--- src/rtl/reset_sequencer_if.sv ---
// reset_sequencer_if
//   Groups the key request and the reset bank outputs of reset_sequencer.
//   Parameter CH : number of reset output channels.
//   Signals      : key     - reset request from the button, active-high
//                  rst_out - per-channel resets, active-high (bit 0 first)
//                  ready   - high once every channel has been released
//   Modports     : master - the sequencer (drives rst_out/ready)
//                  slave  - the board side (drives key, observes resets)
interface reset_sequencer_if #(
    parameter int CH = 4
) ();
    logic          key;
    logic [CH-1:0] rst_out;
    logic          ready;

    modport master (input key, output rst_out, output ready);
    modport slave  (output key, input rst_out, input ready);
endinterface

--- src/rtl/reset_sequencer.sv ---
// reset_sequencer
//   Holds a bank of CH reset outputs asserted for DLY ticks after system
//   reset or a key press, then releases them one at a time, STEP ticks
//   apart, channel 0 first. ready rises with the last channel.
//
//   Ports : clk - system clock
//           rst - asynchronous active-high reset
//           bus - reset_sequencer_if.master (key in, rst_out/ready out)
//
//   Optional build macro RESET_SEQ_DEBOUNCE_EN adds a key debounce filter:
//   the filtered level follows the synchronised key only after the two
//   have disagreed for 2^DEB_W consecutive edges. Without the macro DEB_W
//   is unused.
module reset_sequencer #(
    parameter int               CH    = 4,
    parameter int               DLY_W = 8,
    parameter logic [DLY_W-1:0] DLY   = 8'd255,
    parameter logic [DLY_W-1:0] STEP  = 8'd16,
    parameter int               DEB_W = 4
) (
    input  logic              clk,
    input  logic              rst,
    reset_sequencer_if.master bus
);

    localparam int IDX_W = (CH > 1) ? $clog2(CH) : 1;

    typedef enum logic [1:0] {
        HOLD,
        RELEASE,
        RUN
    } state_t;

    // ------------------------------------------------------------------
    // Key synchronisation (and optional debounce)
    // ------------------------------------------------------------------
    logic sync1_reg;
    logic key_s;

`ifdef RESET_SEQ_DEBOUNCE_EN
    logic             sync2_reg;
    logic             deb_reg;
    logic [DEB_W-1:0] deb_cnt_reg;

    always_ff @(posedge clk or posedge rst) begin
        if (rst) begin
            sync1_reg   <= 1'b0;
            sync2_reg   <= 1'b0;
            deb_reg     <= 1'b0;
            deb_cnt_reg <= '0;
        end else begin
            sync1_reg <= bus.key;
            sync2_reg <= sync1_reg;
            // Any agreement restarts the run length; a full run flips the level.
            if (sync2_reg == deb_reg) begin
                deb_cnt_reg <= '0;
            end else if (&deb_cnt_reg) begin
                deb_reg     <= sync2_reg;
                deb_cnt_reg <= '0;
            end else begin
                deb_cnt_reg <= deb_cnt_reg + 1'b1;
            end
        end
    end

    assign key_s = deb_reg;
`else
    always_ff @(posedge clk or posedge rst) begin
        if (rst) begin
            sync1_reg <= 1'b0;
        end else begin
            sync1_reg <= bus.key;
        end
    end

    // The FSM registers act as the second synchroniser stage: they react to
    // the value entering that stage, giving a 2-edge pin-to-output latency.
    assign key_s = sync1_reg;
`endif

    // ------------------------------------------------------------------
    // Sequencer FSM
    // ------------------------------------------------------------------
    state_t           state_reg,   state_next;
    logic [DLY_W-1:0] cnt_reg,     cnt_next;
    logic [IDX_W-1:0] idx_reg,     idx_next;
    logic [CH-1:0]    rst_out_reg, rst_out_next;
    logic             ready_reg,   ready_next;

    always_ff @(posedge clk or posedge rst) begin
        if (rst) begin
            state_reg   <= HOLD;
            cnt_reg     <= DLY;
            idx_reg     <= '0;
            rst_out_reg <= '1;
            ready_reg   <= 1'b0;
        end else begin
            state_reg   <= state_next;
            cnt_reg     <= cnt_next;
            idx_reg     <= idx_next;
            rst_out_reg <= rst_out_next;
            ready_reg   <= ready_next;
        end
    end

    always_comb begin
        state_next   = state_reg;
        cnt_next     = cnt_reg;
        idx_next     = idx_reg;
        rst_out_next = rst_out_reg;
        ready_next   = ready_reg;

        if (key_s) begin
            // Key wins over any expiring count; a held key keeps reloading.
            state_next   = HOLD;
            cnt_next     = DLY;
            idx_next     = '0;
            rst_out_next = '1;
            ready_next   = 1'b0;
        end else begin
            case (state_reg)
                HOLD: begin
                    if (cnt_reg != '0) begin
                        cnt_next = cnt_reg - 1'b1;
                    end else begin
                        rst_out_next[0] = 1'b0;
                        if (CH == 1) begin
                            state_next = RUN;
                            ready_next = 1'b1;
                        end else begin
                            cnt_next   = STEP;
                            idx_next   = IDX_W'(1);
                            state_next = RELEASE;
                        end
                    end
                end
                RELEASE: begin
                    if (cnt_reg != '0) begin
                        cnt_next = cnt_reg - 1'b1;
                    end else begin
                        for (int i = 0; i < CH; i++) begin
                            if (IDX_W'(i) == idx_reg) begin
                                rst_out_next[i] = 1'b0;
                            end
                        end
                        if (idx_reg == IDX_W'(CH - 1)) begin
                            state_next = RUN;
                            ready_next = 1'b1;
                        end else begin
                            cnt_next = STEP;
                            idx_next = idx_reg + 1'b1;
                        end
                    end
                end
                RUN: begin
                    rst_out_next = '0;
                    ready_next   = 1'b1;
                end
                default: begin
                    state_next = HOLD;
                end
            endcase
        end
    end

    assign bus.rst_out = rst_out_reg;
    assign bus.ready   = ready_reg;

endmodule

--- src/flat_wrapper.sv ---
// flat-port wrapper written by rule: the top's interface ports become plain ports
module reset_sequencer_flat 
#(
    parameter int               CH    = 4,
    parameter int               DLY_W = 8,
    parameter logic [DLY_W-1:0] DLY   = 8'd255,
    parameter logic [DLY_W-1:0] STEP  = 8'd16,
    parameter int               DEB_W = 4
)
  (clk, rst, bus_key, bus_rst_out, bus_ready);
  reset_sequencer_if #(.CH(CH)) bus_i ();
  input  logic clk;
  input  logic rst;
  input wire logic [$bits(bus_i.key)-1:0] bus_key;
  output wire logic [$bits(bus_i.rst_out)-1:0] bus_rst_out;
  output wire logic [$bits(bus_i.ready)-1:0] bus_ready;
  assign bus_i.key = bus_key;
  assign bus_rst_out = bus_i.rst_out;
  assign bus_ready = bus_i.ready;
  reset_sequencer #(.CH(CH), .DLY_W(DLY_W), .DLY(DLY), .STEP(STEP), .DEB_W(DEB_W)) u_core (.clk(clk), .rst(rst), .bus(bus_i));
endmodule
--- config.mk ---
export PLATFORM = sky130hd
export DESIGN_NAME = reset_sequencer_flat
export DESIGN_NICKNAME = d
export VERILOG_FILES = /design/src/rtl/reset_sequencer_if.sv /design/src/rtl/reset_sequencer.sv /design/src/flat_wrapper.sv
export SDC_FILE = /design/constraint.sdc
export NUM_CORES = 1
export LEC_CHECK = 0
export BUFFER_PORTS_ARGS = -buffer_cell sky130_fd_sc_hd__buf_2
export CORE_MARGIN = 4
export CORE_UTILIZATION = 49
export DETAILED_ROUTE_END_ITERATION = 12
export HOLD_SLACK_MARGIN = 0.02
export PLACE_DENSITY = 0.73
export REMOVE_ABC_BUFFERS = 1
export SETUP_SLACK_MARGIN = 0.2
export SLEW_MARGIN = 20
export SYNTH_ARGS = -nofsm -noshare
export SYNTH_HDL_FRONTEND = slang
export SYNTH_SLANG_ARGS = --single-unit
--- constraint.sdc ---
create_clock -name clk -period 4.4 [get_ports clk]
set_input_delay 0.88 -clock clk [delete_from_list [all_inputs] [get_ports clk]]
set_output_delay 0.88 -clock clk [all_outputs]
set_load 0.005 [all_outputs]
Yosys cells after proc, flatten, opt, wreduce, memory -nomap -nowiden. Index checks and enable logic that the tools add are counted.

Muxes and demuxes: 27. Add/sub/neg operators: 2. Reduce and logical (&&, ||, !) cells: 14. Equality and inequality tests: 16.

Operators with widths (number): 2-to-1 mux 8 bit (4); case mux 8 bit (2 select lines) (1); inequality test 3 x 1 -> 1 bit, second input constant (5); 2-to-1 mux 2 bit (7); AND reduction 3 bit (4); AND reduction 4 bit (3); inequality test 3 x 2 -> 1 bit, second input constant (3); 2-to-1 mux 1 bit (8); 2-to-1 mux 4 bit (2); nonzero test 8 bit (1); subtractor 8 x 1 -> 8 bit, second input constant (1); case mux 2 bit (3 select lines) (1); case mux 3 bit (2 select lines) (1); nonzero test 3 bit (2); == test 2 bit, first input constant (2); == test 2 bit, second input constant (2); zero test 2 bit (2); inequality test 4 x 2 -> 1 bit, second input constant (1); case mux 2 bit (2 select lines) (1); nonzero test 4 bit (1); case mux 1 bit (3 select lines) (1); adder 2 x 1 -> 2 bit, second input constant (1); == test 1 x 2 -> 1 bit, first input constant (1); == test 2 x 1 -> 1 bit, second input constant (1); other kinds (3) (3).

Word-level logic and storage cells: 68. Register bits after elaboration: 18. Output and inout port bits: 5. Bits of input ports: 3.

Logic depth before layout (Yosys ltp). Gate-level depths: netlist of the first run.

Depth after elaboration: 5. Mapped depth: 7. Depth with buffers taken out: 6.

Least setup slack after synthesis of the first run. No wires, ideal clock.

Path kind: flip-flop to flip-flop. From: reg u_core.cnt_reg[0]. To: reg u_core.cnt_reg[3]. Required time: 4.317 ns. Setup time: 0.083 ns. Buffers on the path: 1. Cell stages (with the launch flop): 8. Path slack: 2.500 ns. Period minus slack after synthesis: 1.900 ns. Data arrival time: 1.817 ns. Cell sequence: dfstp_2 -> inv_1 -> ha_1 -> nor3b_1 -> and2_1 -> clkbuf_1 -> a211o_2 -> a221o_1.

Word-level cells in the longest chain between the ends: 4. Elaborated cells between the ends (all ways): 8. Classes of those cells: add/sub (1); eq/ne (1); mux (4); reduce/logical (2).

Ends and longest elaborated chain: from (decl) (RTL line reset_sequencer.sv:85) `logic [DLY_W-1:0] cnt_reg, cnt_next;`; from (signal assigned) (RTL line reset_sequencer.sv:99) `cnt_reg <= cnt_next;`; subtractor 8 x 1 -> 8 bit / nonzero test 8 bit (equally long branches); 2-to-1 mux 8 bit (on tied branches) (RTL line reset_sequencer.sv:138, reset_sequencer.sv:123); case mux 8 bit (2 select lines) (RTL line reset_sequencer.sv:121) `case (state_reg)`; 2-to-1 mux 8 bit (RTL line reset_sequencer.sv:113) `if (key_s) begin`.

Several ways; a longest one is shown, not always the timed one. A chain may end at the register's enable or synchronous reset.

Worst setup path after layout of the first run.
From: reg u_core.state_reg[1]. To: reg u_core.cnt_reg[3].

Word-level cells in the longest chain between the ends: 3. Elaborated cells between the ends (all ways): 7. Classes of those cells: eq/ne (2); mux (2); reduce/logical (3).

Ends and longest elaborated chain: from (decl) (RTL line reset_sequencer.sv:84) `state_t state_reg, state_next;`; from (signal assigned) (RTL line reset_sequencer.sv:98) `state_reg <= state_next;`; == test 2 x 1 -> 1 bit / zero test 2 bit (equally long branches) (RTL line reset_sequencer.sv:121); inequality test 4 x 2 -> 1 bit (no source line), or another cell as far along; AND reduction 2 bit (no source line) / 2-to-1 mux 8 bit (equally long branches).

Several ways; a longest one is shown, not always the timed one.

==> summary.md, run 1 <==
| Metric | Value |
|---|---|
| Most area-consuming cells after synthesis | dfstp_2, dfrtp_1, ha_1, inv_1, o21ai_0 |
| Fin util | 56.1% |
| Clock buffer depth | 2 |
| Post-CTS setup buffers | 0 |
| ANT cells | 0 |
| Power per cell area | just under 300 nW/µm² |
| Worst-Margin Slew | 632 ps |
| Die H | between 50 and 60 µm |
| CP Data Required Time | between 4000 and 5000 ps |
| CTS tree | built |
| Worst-path clk slew | about 100 ps |
| Layout Area Growth over Synthesis | 7.67% |
| Worst Path Max Fanout | 12 |
| H-tree levels | 1 |
| IO buf count | 7 |
| Minimum clock period | approximately 2200 ps |
| Initial core utilization | a little over half |
| DRC Markers | 0 |
| DRT iter0 DRCs | 11 |
| Arrival time of the worst setup path | ~2400 ps |
| Main synth FF type | dfstp_2 |
| Unrepaired setup endpoints after global routing | false |
| Via count | between 800 and 900 |
| Worst relative slew slack | about 58% |
| Area leader, netlist | dfstp_2 |
| Final Slew Violations | 0 |
| Gpl congestion | roughly 0.83 |
| Period utilization | approximately half |
| Vias in the first global route | between 800 and 900 |
| Placed cell area | about 1100 µm² |
| Fill cells | 182 |
| Gr usage total | between 10% and 20% |
| CTS Hold Bufs | 0 |
| Drt via density | between 5 and 6 |
| Status | finished clean |
| First-pass GRT wire length | between 3 and 4 mm |
| Mapped Area | 1040 µm² |
| Avg Cell Area, Syn | 10.1 µm² |
| Most frequent cells in the layout | dfstp_2, inv_1, ha_1 |
| WL/cell | around 14 µm |
| Startpoint Class | flip-flop |
| Setup violators final | 0 |
| WL final | about 2.0 mm |
| TNS Setup | 0 ps |
| Leak | about 0.44 nW |
| Max-Cap Viols | 0 |
| Clk_skew | 1.78 ps |
| Clk Latency, worst-skew pair | 290 ps |
| Post_cts resized | 0 |
| Area of the die | just under 3000 µm² |
| Asr flop ratio synth | 100% |
| Flops & latches, synth | 18 |
| Number of antenna violations at the first check in global routing | 0 |
| I/O pin cnt | 8 |
| Hold slack | around 530 ps |
| Hpwl dp | between 1 and 1.5 mm |
| Sequential area share after synthesis | 44.6% |
| Max reg flops | 8 |
| Library cells used by synthesis | 38 |
| Die Wd | 54.1 µm |
| CTS root buffer | clkbuf_4 |
| Critical Path Sink Type | flip-flop |
| Max VDD drop | roughly 0.19 mV |
| Drt first pass iters | 4 |
| Total core area | around 2000 µm² |
| Hold Crit Class | flip-flop to flip-flop |
| Placed cells | about 130 |
| Setup CP Type | flip-flop to flip-flop |
| Peak Freq | around 0.46 GHz |
| CTS Buf Count | 3 |
| Post-synth top area share | a little under a third |
| Largest net degree at the start of global routing | 19 |
| Site Rows | 16 |
| Layout Nets | ~120 |
| Design area | around 1100 µm² |
| Yosys warns | 0 |
| Grt total ovfl | 0 |
| Commonest non-fill, non-tap cell in the layout | dfstp_2 |
| Share of layout cells above drive strength 1 | between 20% and 30% |
| Clock sinks | 18 |
| Number of flops mapped to enable cells by yosys | 0 |
| Cells after synthesis | slightly above 100 |
| Post-DRT Antenna Nets | 0 |
| Final non-filler cell total | roughly 140 |
| Hold Violations, Final | 0 |
==> where the power goes <==
part | internal, mW | leakage (nW) | total (mW) | switching (mW)
sequential | 0.182 | 0.208 | 0.195 | 0.0124
clock | 0.0319 | 0.0138 | 0.0814 | 0.0495
combinational | 0.0224 | 0.222 | 0.0508 | 0.0284
total | 0.237 | 0.443 | 0.327 | 0.0904
==> path summary, 6_finish.rpt <==
| kind | cells past startpoint | endpoint | startpoint | slack (ps) |
|---|---|---|---|---|
| setup / recovery | 6 | u_core.cnt_reg[3] | u_core.state_reg[1] | 2210 |
| hold / removal | 2 | u_core.cnt_reg[7] | u_core.cnt_reg[7] | 530 |
| setup reg to reg | 6 | u_core.cnt_reg[3] | u_core.state_reg[1] | 2210 |
| hold reg to reg | 2 | u_core.cnt_reg[7] | u_core.cnt_reg[7] | 530 |
| max in group asynchronous | 2 | u_core.idx_reg[1] | rst | 3350 |
| min in group asynchronous | 2 | u_core.bus.ready | rst | 650 |
==> cells by family (layout without fill, tap and decap cells) <==
logic type / Yosys count / count (layout) / share of synthesized area, %
mux: 1 / 1 / 0.959
buf+inv: 14 / 21 / 5.04
simple gates: 33 / 33 / 18.1
fa+ha+maj: 9 / 9 / 10.8
xor+xnor: 1 / 1 / 0.839
compound gates: 27 / 27 / 19.7
flops: 18 / 18 / 44.6
==> worst max-delay path: stages, from the launching register on <==
cell     delay, ps
dfrtp_1        400
inv_1          120
ha_1           380
nor2_1         190
or3_1          380
a211o_2        320
a221o_1        340
==> stage by stage <==
step,worst slack (ps),total power [mW]
after detailed placement,2240,0.249
after global placement,2320,0.246
after global routing,2070,0.344
final,2210,0.327
after CTS,2230,0.329
after floorplan,2430,0.231
==> cell usage after synthesis, drive strengths merged, types with 4 or more instances <==
cell type	number
dfrtp	6
dfstp	12
ha	9
inv	11
nand2	8
nor2	4
nor3	4
o21ai	6
==> layer usage <==
metal	vias to the layer above	share of wire, %	global-route usage, %
li1	388	-	-
met1	398	43	20.2
met2	25	49	27.1
met3	5	5.8	3.32
met4	0	1.7	6.64
met5	-	0	0
==> area by class of cell <==
class / count / area, µm² / share of cell area (%)
repair buffers: 7 / 35.0 / 3.12
multi-input cells: 71 / 526 / 46.8
clock buffers: 3 / 22.5 / 2.00
flip-flops and latches: 18 / 465 / 41.4
well taps: 27 / 33.8 / 3.01
inverters: 11 / 41.3 / 3.67
Note: power is estimated with default switching activity, not from simulation.
==> run 2: changes to the inputs <==
--- a/config.mk
+++ b/config.mk
@@ -5,6 +5,7 @@
 export SDC_FILE = /design/constraint.sdc
 export NUM_CORES = 1
 export LEC_CHECK = 0
+export ABC_AREA = 1
 export BUFFER_PORTS_ARGS = -buffer_cell sky130_fd_sc_hd__buf_2
 export CORE_MARGIN = 4
 export CORE_UTILIZATION = 49
==> constraint.sdc (replaced) <==
create_clock -name clk -period 2.1 [get_ports clk]
set_input_delay 0.42 -clock clk [delete_from_list [all_inputs] [get_ports clk]]
set_output_delay 0.42 -clock clk [all_outputs]
set_load 0.005 [all_outputs]
==> run 2 against run 1 <==
Net effect: largest cell class unchanged; global-route usage rose by 0.092 points; clock power rose by 110%; highest routed layer unchanged; clock-buffer cell count did not move; register-to-register slack got worse by 1800 ps; die area rose by 15%; sequential power rose to 2.6 times the previous value; synthesized cell count rose by 59%; flip-flop and latch count did not move; routed wire length rose by 20%; via count rose by 25%.
==> summary.md, run 2 <==
| Metric | Value |
|---|---|
| Largest net degree at the start of global routing | 19 (unchanged) |
| CP startpoint | u_core.cnt_reg[0] |
| Max VDD drop | 0.538 mV (+190%) |
| Compound-Gate Fraction of Synth Area | 7.32% (-12 points) |
| Asr flop ratio synth | 100% (unchanged) |
| Grt total ovfl | 0 (unchanged) |
| Post_cts resized | 0 (unchanged) |
| Area leader, netlist | dfstp_2 |
| Commonest non-fill, non-tap cell in the layout | nand2_1 |
| Hold Crit Class | input pin to asynchronous set/reset pin |
| Multi-input gate area in the final layout | 654 µm² (+25%) |
| Max reg flops | 8 (unchanged) |
| Total core area | 2300 µm² (+15%) |
| Avg Cell Area, Syn | 7.51 µm² (-26%) |
| Mapped Area | 1230 µm² (+18%) |
| Worst Reg-to-Reg Cells | 9 (+3) |
| CP max stage cell | dfstp_2 |
| Main synth FF type | dfstp_2 |
| Flops & latches, synth | 18 (unchanged) |
| Crit Reg-Reg Startpoint | u_core.cnt_reg[0] |
| Post-CTS setup buffers | 0 (unchanged) |
| Setup violators final | 0 (unchanged) |
| WL final | 2.39 mm (+20%) |
| CTS tree | built |
| Post-synthesis mux area share | 0% (-0.96 points) |
| Die Wd | 58.1 µm (+7.4%) |
| Arrival time of the worst setup path | 1960 ps (-460 ps) |
| Share of layout cells above drive strength 1 | 26.7% (+1.3 points) |
| Startpoint Class | flip-flop |
| Site Rows | 17 (+1) |
| Critical path, cell by cell | inv_1 -> ha_1 -> nand2_4 -> inv_4 -> nand2_4 -> nand2_2 -> nand2_2 -> nand2_1 -> o21ai_2 |
| Number of flops mapped to enable cells by yosys | 0 (unchanged) |
| DRT iter0 DRCs | 56 (+45) |
| Minimum clock period | 1730 ps (-464 ps) |
| Setup CP Type | flip-flop to flip-flop |
| Post-Synth XOR/XNOR Area | 0% (-0.84 points) |
| Area of the die | 3380 µm² (+15%) |
| I/O pin cnt | 8 (unchanged) |
| Final non-filler cell total | 200 (+46%) |
| CP Data Required Time | 2330 ps (-2300 ps) |
| Hpwl dp | 1.82 mm (+24%) |
| Via count | 1018 (+25%) |
| Peak Freq | 0.580 GHz (+27%) |
| Drt via density | 5.09 (-15%) |
| Clk_skew | 7.16 ps (+5.39 ps) |
| DRC Markers | 0 (unchanged) |
| Most common library cells after synthesis | nand2_1, inv_1, nor2_1, dfstp_2, nand3_1 |
| Gr usage total | 16.3% (+0.092 points) |
| Leak | 0.733 nW (+65%) |
| TNS Setup | 0 ps (unchanged) |
| Vias in the first global route | 1030 (+27%) |
| H-tree levels | 1 (unchanged) |
| Most area-consuming cells after synthesis | dfstp_2, nand2_1, dfrtp_1, ha_1, inv_1 |
| Most frequent cells in the layout | nand2_1, inv_1, nor2_1 |
| Power per cell area | 838 nW/µm² (+190%) |
| Gpl congestion | 0.865 (+4.3%) |
| First-pass GRT wire length | 4.35 mm (+26%) |
| Clk Latency, worst-skew pair | 290 ps (about the same) |
| Die H | 58.1 µm (+7.4%) |
| Unrepaired setup endpoints after global routing | false |
| CTS Hold Bufs | 0 (unchanged) |
| Period utilization | 82.2% (+32 points) |
| Post-synth top area share | 25.6% (-4.6 points) |
| Layout Area Growth over Synthesis | 6.30% |
| Critical path depth | 9 (+3) |
| Post-DRT Antenna Nets | 0 (unchanged) |
| Yosys warns | 0 (unchanged) |
| Layout Nets | 186 (+50%) |
| Worst path max stage delay | 540 ps (+140 ps) |
| IO buf count | 7 (unchanged) |
| Sequential area share after synthesis | 37.8% (-6.8 points) |
| Hold Violations, Final | 0 (unchanged) |
| Drt first pass iters | 4 (unchanged) |
| WL/cell | 11.9 µm (-18%) |
| Post-Synth Adder-Cell Area | 9.15% (-1.6 points) |
| Worst-Margin Slew | 694 ps (+62.5 ps) |
| CTS Buf Count | 3 (unchanged) |
| Library cells used by synthesis | 21 (-45%) |
| Initial core utilization | 53.6% (+1.5 points) |
| Clock buffer depth | 2 (unchanged) |
| Critical Path Sink Type | flip-flop |
| Number of antenna violations at the first check in global routing | 0 (unchanged) |
| Placed cells | 197 (+47%) |
| Fill cells | 214 (+18%) |
| Worst reg2reg endpoint | u_core.cnt_reg[0] |
| Crit path buf inv count | 2 (+1) |
| Worst Path Max Fanout | 11 (-1) |
| Worst relative slew slack | 53.7% (-4.2 points) |
| Clock sinks | 18 (unchanged) |
| Simple-Gate Fraction of Synth Area | 36.7% (+19 points) |
| Top delay family on crit path | simple AND/OR/NAND/NOR gates |
| Worst-path clk slew | 100 ps (about the same) |
| Reg area | 465 µm² (unchanged) |
| Status | finished clean |
| Max-Cap Viols | 0 (unchanged) |
| Most common cell in the synthesized netlist | nand2_1 |
| Cells after synthesis | 164 (+59%) |
| Hold slack | 217 ps (-315 ps) |
| CTS root buffer | clkbuf_4 |
| ANT cells | 0 (unchanged) |
| Worst R2R Setup Slack | 370 ps (-1840 ps) |
| Final Slew Violations | 0 (unchanged) |
| Largest family of logic cells by synthesized area | simple AND/OR/NAND/NOR gates |
==> run 2: cell count changes in the layout (fill, tap and decap cells not counted), moves of 6 or more <==
cell	change
inv_1	+11
nand2_1	+42
nand2_2	+6
nand3_1	+8
nor2_1	+9
==> run 2: cells by family after synthesis <==
kind of cell	count (synthesis)
fa+ha+maj	9
simple gates	95
flops	18
compound gates	15
buf+inv	27
==> run 2: cell type report <==
class	count	share of cell area (%)
timing repair buffer	7	2.68
tap	28	2.68
sequential	18	35.6
inverter	25	7.36
multi-input combinational	119	50.0
clock buffer	3	1.72
==> run 2: how the worst max path moves through the flow <==
stage,to,slack [ps]
after CTS,u_core.cnt_reg[0],370
after detailed placement,u_core.cnt_reg[0],400
final,u_core.cnt_reg[0],370
after global placement,u_core.cnt_reg[0],480
after floorplan,u_core.cnt_reg[0],560
after global routing,u_core.cnt_reg[0],260
==> run 2: layer usage <==
layer	track usage [%]	wire length (µm)
met2	28.7	1220
met4	5.96	25
met1	20.4	1070
met5	0	0
met3	2.00	70
==> run 2: worst reg2reg max path, delay by kind of cell (launching register included) <==
family	cells	cell delay, ps
simple gates	5	640
fa+ha+maj	1	290
compound gates	1	70
buf+inv	2	140
flops	1	540
==> run 2: power by group <==
part | internal [mW] | leakage, nW | switching (mW) | total [mW]
Sequential | 0.453 | 0.204 | 0.0615 | 0.515
Clock | 0.0667 | 0.0138 | 0.104 | 0.170
Combinational | 0.154 | 0.515 | 0.258 | 0.411
==> run 2: stage by stage <==
stage	instance area, µm²	total power, mW	worst slack [ps]	utilization, %
final	1310	1.10	375	57.0
after global placement	1290	0.913	480	56.0
after CTS	1310	1.11	371	57.0
after global routing	1310	1.19	264	57.0
after floorplan	1220	0.823	564	-
after detailed placement	1290	0.932	397	56.0
==> run 3: changes to the inputs <==
==> constraint.sdc (replaced) <==
create_clock -name clk -period 1.6 [get_ports clk]
set_input_delay 0.32 -clock clk [delete_from_list [all_inputs] [get_ports clk]]
set_output_delay 0.32 -clock clk [all_outputs]
set_load 0.005 [all_outputs]
==> run 3 against run 2 <==
Net effect: maximum frequency increased by 21%; core utilization increased by 11 points; via count up 8.4%; critical path depth is the same; sequential power grew 31%; critical path type unchanged; flip-flop and latch count is the same; critical endpoint is now u_core.cnt_reg[7]; sequential share of layout area fell by 6.0 points; total power up 57%; worst setup slack worse by 200 ps.
==> summary.md, run 3 (same netlist as run 2, synthesis figures left out) <==
| Metric | Value |
|---|---|
| Placed cells | 201 (+2.0%) |
| Grt total ovfl | 0 (unchanged) |
| DRC Markers | 0 (unchanged) |
| Worst Path Max Fanout | 6 (-5) |
| Max-Cap Viols | 0 (unchanged) |
| Post-route setup slack | 173 ps (-202 ps) |
| CTS root buffer | clkbuf_4 |
| Period utilization | 89.2% (+7.0 points) |
| Die Wd | 58.1 µm (unchanged) |
| CP max stage cell | dfrtp_1 |
| Critical Path Sink Type | flip-flop |
| Final non-filler cell total | 211 (+5.5%) |
| Drt first pass iters | 4 (unchanged) |
| Commonest non-fill, non-tap cell in the layout | nand2_1 |
| Placement Setup Slack | 19.7 ps (-378 ps) |
| Setup violators final | 0 (unchanged) |
| Final Slew Violations | 0 (unchanged) |
| Metal3 WL | 55 µm (-21%) |
| Post-DRT Antenna Nets | 0 (unchanged) |
| Top delay family on crit path | simple AND/OR/NAND/NOR gates |
| CP startpoint | u_core.state_reg[0] |
| Worst R2R Setup Slack | 170 ps (-200 ps) |
| Arrival time of the worst setup path | 1660 ps (-300 ps) |
| Largest net degree at the start of global routing | 12 (-7) |
| Clk Latency, worst-skew pair | 300 ps (about the same) |
| Clock sinks | 18 (unchanged) |
| Crit Reg-Reg Startpoint | u_core.state_reg[0] |
| Site Rows | 17 (unchanged) |
| Total core area | 2300 µm² (unchanged) |
| M1 WL | 1.14 mm (+6.9%) |
| WL/cell | 13.4 µm (+12%) |
| Met2 wire length | 1.54 mm (+26%) |
| Max VDD drop | 0.847 mV (+57%) |
| Hold Crit Class | input pin to flip-flop |
| Hpwl dp | 1.91 mm (+4.7%) |
| Worst Reg-to-Reg Cells | 9 (unchanged) |
| Power per cell area | 1100 nW/µm² (+31%) |
| IO buf count | 7 (unchanged) |
| Share of layout cells above drive strength 1 | 43.7% (+17 points) |
| Worst-Margin Slew | 422 ps (-273 ps) |
| Critical path depth | 9 (unchanged) |
| Gr usage total | 17.8% (+1.5 points) |
| Via count | 1104 (+8.4%) |
| CTS Buf Count | 3 (unchanged) |
| Crit path buf inv count | 2 (unchanged) |
| Number of antenna violations at the first check in global routing | 0 (unchanged) |
| Worst relative slew slack | 71.9% (+18 points) |
| Peak Freq | 0.701 GHz (+21%) |
| Setup CP Type | flip-flop to flip-flop |
| Unrepaired setup endpoints after global routing | true |
| Worst-path clk slew | 110 ps (about the same) |
| Pwr Total | 1.73 mW (+57%) |
| CTS tree | built |
| Hold Violations, Final | 0 (unchanged) |
| First-pass GRT wire length | 4.65 mm (+6.8%) |
| WL final | 2.82 mm (+18%) |
| Worst reg2reg endpoint | u_core.cnt_reg[7] |
| Layout Nets | 197 (+5.9%) |
| Leak | 0.794 nW (+8.4%) |
| DR top layer | met4 |
| Clock buffer depth | 2 (unchanged) |
| Most frequent cells in the layout | nand2_1, inv_1, dfstp_2 |
| Fin util | 68.5% (+11 points) |
| Setup crit end | u_core.cnt_reg[7] |
| Layout Area Growth over Synthesis | 27.7% |
| Initial core utilization | 53.6% (unchanged) |
| Hold path start | bus_key |
| Drt via density | 5.23 (+2.8%) |
| I/O pin cnt | 8 (unchanged) |
| Worst path max stage delay | 400 ps (-140 ps) |
| Area of the die | 3380 µm² (unchanged) |
| Status | finished clean |
| Vias in the first global route | 1113 (+8.1%) |
| Gpl congestion | 0.863 (-0.16%) |
| DRT iter0 DRCs | 50 (-11%) |
| ANT cells | 0 (unchanged) |
| CP Data Required Time | 1840 ps (-490 ps) |
| Startpoint Class | flip-flop |
| Clk_skew | 13.2 ps (+6.01 ps) |
| Die H | 58.1 µm (unchanged) |
| Critical path, cell by cell | buf_6 -> ha_4 -> nor2_4 -> nand2_4 -> buf_6 -> nand2_8 -> nand2_8 -> nand2_2 -> nand2_1 |
| Minimum clock period | 1430 ps (-298 ps) |
| H-tree levels | 1 (unchanged) |
| TNS Setup | 0 ps (unchanged) |
| Max reg flops | 8 (unchanged) |
run 3: changes by cell type in the layout (fill, tap and decap cells not counted), moves of 3 or more:
| cell | change |
|---|---|
| nand2_1 | -9 |
| buf_4 | +7 |
| inv_1 | -5 |
| nand2_8 | +5 |
| inv_2 | +4 |
| nand3_1 | -4 |
| nand3_2 | +4 |
| o21ai_0 | -4 |
| ha_1 | -3 |
| nand2_4 | +3 |
| o21ai_1 | +3 |
run 3: layout make-up:
class	instances	area [µm²]
multi-input cells	120	831
clock buffers	3	22.5
fillers	171	724
well taps	28	35.0
flip-flops and latches	18	465
inverters	25	98.8
repair buffers	17	120
run 3: metrics by stage:
step	hold slack (ps)	cell area [µm²]
6_report	111	1570
5_1_grt	105	1570
3_5_place_dp	333	1320
4_1_cts	109	1470
2_1_floorplan	250	1220
3_3_place_gp	315	1320
run 3: timing repair:
item                                   in CTS  in global routing
resized for setup                          24                 24
hold buffers                                1                  0
pin swaps                                   8                 15
gates cloned                                1                  0
endpoints found under the hold margin       6                  0
setup endpoints to repair                  17                 17
buffers inserted                            5                  0
run 3: worst min path at each step:
stage,cells past startpoint,slack (ps),end
2_1_floorplan,1,250,u_core.bus.ready
3_3_place_gp,2,320,u_core.bus.ready
3_5_place_dp,2,330,u_core.bus.ready
4_1_cts,1,110,u_core.key_s
5_1_grt,1,100,u_core.key_s
6_report,1,110,u_core.key_s
run 3: power breakdown:
group | total, mW | leakage (nW) | internal [mW] | switching [mW]
logic | 0.819 | 0.576 | 0.339 | 0.480
clock network | 0.230 | 0.0138 | 0.0879 | 0.143
registers | 0.677 | 0.204 | 0.595 | 0.0820
total | 1.73 | 0.794 | 1.02 | 0.704
run 3: routing by layer:
metal  up-vias  global-route usage [%]
met3         7                    2.90
met1       532                    19.9
met4         0                    11.6
met2        15                    31.1
li1        550                       -
met5         -                       0
